**src/rtl/uart_tx_frame.sv**
```systemverilog
// UART transmit framer: serialises one parallel word per request into
// start bit, DATA_WIDTH data bits (LSB first), optional parity bit and stop bit.
// CLK is the bit clock, so each frame bit occupies exactly one CLK cycle.
module uart_tx_frame #(
   parameter int unsigned DATA_WIDTH = 8
) (
   input  logic                  CLK,
   input  logic                  RST,
   input  logic [DATA_WIDTH-1:0] P_DATA,
   input  logic                  DATA_VALID,
   input  logic                  PAR_EN,
   input  logic                  PAR_TYP,
   output logic                  TX_OUT,
   output logic                  BUSY
);

   localparam int unsigned      CntW    = $clog2(DATA_WIDTH);
   localparam logic [CntW-1:0]  LastBit = CntW'(DATA_WIDTH - 1);

   typedef enum logic [2:0] {
      StIdle,
      StStart,
      StData,
      StParity,
      StStop
   } state_e;

   state_e                state_q;
   logic [DATA_WIDTH-1:0] shift_q;
   logic [CntW-1:0]       cnt_q;
   logic                  par_en_q;
   logic                  par_typ_q;
   // XOR-reduce of the accepted word; taken at acceptance so the parity
   // cycle needs no wide reduction in the serial path.
   logic                  par_xor_q;

   // Frame sequencer; TX_OUT and BUSY are registered so the line never glitches.
   // Each state loads TX_OUT with the bit the *next* state must present.
   always_ff @(posedge CLK or posedge RST) begin
      if (RST) begin
         state_q   <= StIdle;
         TX_OUT    <= 1'b1;
         BUSY      <= 1'b0;
         shift_q   <= '0;
         cnt_q     <= '0;
         par_en_q  <= 1'b0;
         par_typ_q <= 1'b0;
         par_xor_q <= 1'b0;
      end else begin
         case (state_q)
            StIdle: begin
               TX_OUT <= 1'b1;
               BUSY   <= 1'b0;
               if (DATA_VALID) begin
                  shift_q   <= P_DATA;
                  par_en_q  <= PAR_EN;
                  par_typ_q <= PAR_TYP;
                  par_xor_q <= ^P_DATA;
                  TX_OUT    <= 1'b0;
                  BUSY      <= 1'b1;
                  state_q   <= StStart;
               end
            end

            StStart: begin
               TX_OUT  <= shift_q[0];
               shift_q <= shift_q >> 1;
               cnt_q   <= '0;
               state_q <= StData;
            end

            StData: begin
               if (cnt_q == LastBit) begin
                  cnt_q <= '0;
                  if (par_en_q) begin
                     // Odd parity is the inverse of the even-parity bit.
                     TX_OUT  <= par_xor_q ^ par_typ_q;
                     state_q <= StParity;
                  end else begin
                     TX_OUT  <= 1'b1;
                     state_q <= StStop;
                  end
               end else begin
                  cnt_q   <= cnt_q + 1'b1;
                  TX_OUT  <= shift_q[0];
                  shift_q <= shift_q >> 1;
               end
            end

            StParity: begin
               TX_OUT  <= 1'b1;
               state_q <= StStop;
            end

            StStop: begin
               // Always return through one IDLE cycle before the next frame.
               TX_OUT  <= 1'b1;
               BUSY    <= 1'b0;
               state_q <= StIdle;
            end

            default: begin
               TX_OUT  <= 1'b1;
               BUSY    <= 1'b0;
               state_q <= StIdle;
            end
         endcase
      end
   end

endmodule
```
**config.mk**
```make
export PLATFORM = sky130hd
export DESIGN_NAME = uart_tx_frame
export DESIGN_NICKNAME = d
export VERILOG_FILES = /design/src/rtl/uart_tx_frame.sv
export SDC_FILE = /design/constraint.sdc
export NUM_CORES = 1
export LEC_CHECK = 0
export CAP_MARGIN = 20
export CORE_UTILIZATION = 56
export CTS_CLUSTER_SIZE = 28
export DETAILED_ROUTE_END_ITERATION = 6
export PLACE_DENSITY = 0.82
export SYNTH_ARGS = -nofsm -noshare
export SYNTH_HDL_FRONTEND = slang
export SYNTH_SLANG_ARGS = --single-unit
```
**constraint.sdc**
```tcl
create_clock -name CLK -period 4.8 [get_ports CLK]
set_clock_uncertainty 0.05 [all_clocks]
set_input_delay 1.2 -clock CLK [delete_from_list [all_inputs] [get_ports CLK]]
set_output_delay 1.2 -clock CLK [all_outputs]
set_load 0.01 [all_outputs]
```
## After elaboration in Yosys (flattened, before gate mapping)

Cells that the tools add are included.

- Word-level logic and storage cells: 40
- Flip-flop bits (word level): 19
- Input port bits: 13
- Output and inout port bits: 2

- Eq/ne operators: 7
- Add/sub/neg operators: 1
- Muxes and demuxes: 15
- Bitwise operators: 1
- Reduce and logical (&&, ||, !) cells: 8

Operator list:

| kind | number |
|---|---|
| 8-bit case mux with 3 select lines | 1 |
| 8-bit two-way mux | 2 |
| 3-bit two-way mux | 4 |
| 3-bit case mux with 4 select lines | 1 |
| 8-bit parity | 1 |
| 3-bit by 2-bit equality test with 1-bit output, second input constant | 2 |
| 2-bit inequality test, second input constant | 3 |
| 3-bit case mux with 2 select lines | 1 |
| 1-bit two-way mux | 4 |
| 2-bit AND reduction | 2 |
| 3-bit by 1-bit adder with 3-bit output, second input constant | 1 |
| 3-bit by 1-bit equality test with 1-bit output, second input constant | 1 |
| 3-bit equality test, second input constant | 1 |
| 3-bit zero test | 1 |
| 1-bit case mux with 3 select lines | 1 |
| 3-bit AND reduction | 1 |
| 3-bit nonzero test | 1 |
| 3-bit OR reduction | 1 |
| 1-bit case mux with 2 select lines | 1 |
| 2-bit nonzero test | 1 |
| 1-bit XOR | 1 |

## Logic depth before layout (Yosys ltp)

- Word-level depth: 4
- Gate-level depth with buffers: 7
- Mapped depth without buffers: 6

## Worst setup path after synthesis

OpenSTA, ideal clock, no wires.

- Kind: input to register
- Start point: in DATA_VALID
- End point: reg par_typ_q
- Path buffers: 0
- Required time: 4625 ps
- Data arrival time: 1856 ps
- Slack: 2770 ps
- Setup time: 125 ps
- Cell stages on the path: 3
- Cell sequence: nor2b_1 > and2_1 > mux2_2

- Word-level cells in the longest chain between the ends: 1

RTL lines:

| item | line | source |
|---|---|---|
| start: declaration | 10 | `input logic DATA_VALID,` |
| 2-bit AND reduction (no line) | -- |  |
| end signal: assignment | 47 | `par_typ_q <= 1'b0;` |
| end signal: assignment | 57 | `par_typ_q <= PAR_TYP;` |
| end: declaration | 32 | `logic par_typ_q;` |

No other way between the ends.
A chain may end at the register's enable or synchronous reset.

## Worst setup path after layout

- Start point: reg TX_OUT
- End point: out TX_OUT

RTL lines:

| item | line | source |
|---|---|---|
| start: declaration | 13 | `output logic TX_OUT,` |
| start signal: assignment | 66 | `TX_OUT <= shift_q[0];` |
| start signal: assignment | 77 | `TX_OUT <= par_xor_q ^ par_typ_q;` |
| start signal: assignment | 85 | `TX_OUT <= shift_q[0];` |

No word-level cell between the ends.

==> run_results.csv <==
group,metric,value,unit
clocking,numClockSinks,19,
power,p_leak,0.501,nW
routing,first_iter_violations,11,
finish,drive_gt1_share,10.3,%
yosys,synth_area_leaders,"dfrtp_1 43%, mux2i_1 7.7%, xnor2_1 6.7%",
yosys,seq_area_frac_synth,45.9,%
placement,post-dp-hpwl,1310,µm
critical_path,path_max_fanout,1,
floorplan,ios,15,
clocking,clkTransAtPathRegs,0.11,ns
critical_path,critPathTopFamily,"flip-flops",
timing,worst_pin_slew,0.689,ns
timing,setup_viol,0,
yosys,yosys_warnings,0,
global_route,grt-ovfl-total,0,
floorplan,fp.dieArea,2030,µm²
floorplan,die_w,45.1,µm
global_route,grt_start_max_net_pins,20,
clocking,hold_buffers,0,
finish,diodes,0,
routing,routedWlPerCell,12.5,µm
yosys,ys_types,29,
critical_path,worstSetupEndpointType,"primary output",
critical_path,cp_cell_sequence,"clkdlybuf4s50_1",
job,maxCapViolCount,0,
yosys,avgSynthCellArea,10.1,µm²
yosys,synth_area,1040,µm²
clocking,postCtsSetupRepairBufs,0,
critical_path,critical_path_class,"flip-flop to primary output",
global_route,grt_usage,21.0,%
clocking,clk_latency,0.30,ns
routing,ant_nets,0,
finish,layout_common_cells,"18 x dfrtp_1, 14 x clkdlybuf4s50_1, 13 x nor2_1, 10 x a21oi_1",
timing,hold_viol,0,
placement,place_congestion,0.722,
global_route,grt_pass1_wl,2990,µm
critical_path,cpPeakStageDelay,0.52,ns
yosys,syn-instance-count,103,
finish,area_delta_synth_final,16.0,%
routing,vias,752,
timing,fin_crit_sh,54.0,%
clocking,cts_tree,"yes",
critical_path,arrival,1.34,ns
floorplan,start_util,60.1,%
floorplan,core,1730,µm²
placement,portBuffers,14,
routing,drt-vias-per-instance,5.33,
critical_path,path_buf_inv,1,
finish,final_common_cell,"dfrtp_1",
hold_path,hold_path_class,"flip-flop to flip-flop",
global_route,antenna_found_initial,0,
critical_path,cp_data_required_time,3.55,ns
yosys,synth.top_cell.area_share,43.4,%
floorplan,rows,15,
finish,final_nets,132,
power,power.density,634,nW/µm²
yosys,yosysTopAreaCell,"dfrtp_1",
yosys,synth_nets,118,
global_route,grt_pass1_vias,696,
clocking,h-tree-depth,1,
routing,drt-pass1-iter-count,3,
timing,fmax,0.386,GHz
timing,whs,0.475,ns
timing,slew_violations,0,
timing,tns,0,ns
yosys,ys_ff_latch,19,
clocking,clock_path_buffers,2,
clocking,cts-resized-gates,0,
critical_path,startpoint_type,"flip-flop",
power,ir_drop,0.000316,V
clocking,cts_buffers,3,
routing,drc,0,
critical_path,critPathSlowestCell,"dfstp_2",
routing,totalWireLength,1770,µm
outcome,outcome,"complete, no violations",
timing,rsz0062_at_grt,"false",
power,finalPower,764,µW
timing,relSlewSlack,54.0,%
floorplan,die_h,45.1,µm
timing,fin_crit,2.59,ns
clocking,cts_root_buf,"clkbuf_4",
## final cells by class
class                           instances  area, µm²
Multi-Input combinational cell         77        523
Fill cell                             136        522
Sequential cell                        19        477
Timing Repair Buffer                   14        140
Tap cell                               25       31.3
Clock buffer                            4       26.3
Inverter                                2       7.51
## worst paths after layout
path	startpoint	endpoint	slack [ns]	cells past startpoint
setup / recovery	TX_OUT	TX_OUT	2.21	1
hold / removal	cnt_q[1]	cnt_q[1]	0.47	2
setup reg to reg	cnt_q[0]	shift_q[7]	2.57	5
hold reg to reg	cnt_q[1]	cnt_q[1]	0.47	2
max in group asynchronous	RST	shift_q[6]	3.02	2
min in group asynchronous	RST	shift_q[2]	1.23	2
## cell usage after synthesis
master / instances
dfrtp_1: 18
nor2_1: 13
a21oi_1: 10
mux2i_1: 8
xnor2_1: 8
nor2b_1: 7
o21ai_0: 6
nand2_1: 5
a21oi_2: 3
clkbuf_1: 2
ha_1: 2
inv_1: 2
mux2_2: 2
nor3_1: 2
a21o_1: 1
a21oi_4: 1
a31oi_1: 1
and2_1: 1
buf_2: 1
buf_4: 1
buf_6: 1
dfstp_2: 1
nand3b_1: 1
nand4_1: 1
nor2_4: 1
o2111ai_1: 1
o21bai_1: 1
or3b_4: 1
xor2_1: 1
## logic make-up (layout without fill, tap and decap cells)
kind of cell / Yosys count / count (layout) / share of synthesized area (%)
fa+ha+maj: 2 / 2 / 2.41
buf+inv: 7 / 20 / 3.74
simple gates: 32 / 32 / 15.8
compound gates: 24 / 24 / 14.7
mux: 10 / 10 / 9.88
xor+xnor: 9 / 9 / 7.59
flops: 19 / 19 / 45.9
## flip-flops by register name, indices dropped and copies added, names as in the netlist
register   cells
cnt_q          3
TX_OUT         1
shift_q        8
BUSY           1
par_typ_q      1
state_q        3
par_xor_q      1
par_en_q       1
## report_power, final
| part | switching [mW] | total, mW | internal (mW) |
|---|---|---|---|
| registers | 0.0771 | 0.316 | 0.239 |
| logic | 0.183 | 0.365 | 0.182 |
| clock network | 0.0503 | 0.0828 | 0.0325 |
## metrics by stage
stage	util [%]	worst slack (ns)	cells	cell area, µm²
floorplan	-	2.77	103	1040
global placement	68.3	2.04	137	1180
detailed placement	68.3	1.99	137	1180
CTS	69.8	2.20	141	1200
global route	69.8	2.18	141	1200
finish	69.8	2.21	141	1200
## worst min-delay path, cell delays in order (launching register included)
cell and delay (ns):
dfrtp_1 0.38, nand2_1 0.05, o21ai_0 0.07
## routing by layer
metal | routed length, µm | track usage [%] | vias to the layer above | share of wire (%)
li1 | - | - | 380 | -
met1 | 865 | 27.3 | 355 | 49
met2 | 812 | 32.5 | 12 | 46
met3 | 49 | 4.80 | 5 | 2.8
met4 | 39 | 11.5 | 0 | 2.2
met5 | 0 | 0 | - | 0
No activity file was read; power rests on OpenSTA's default activity.
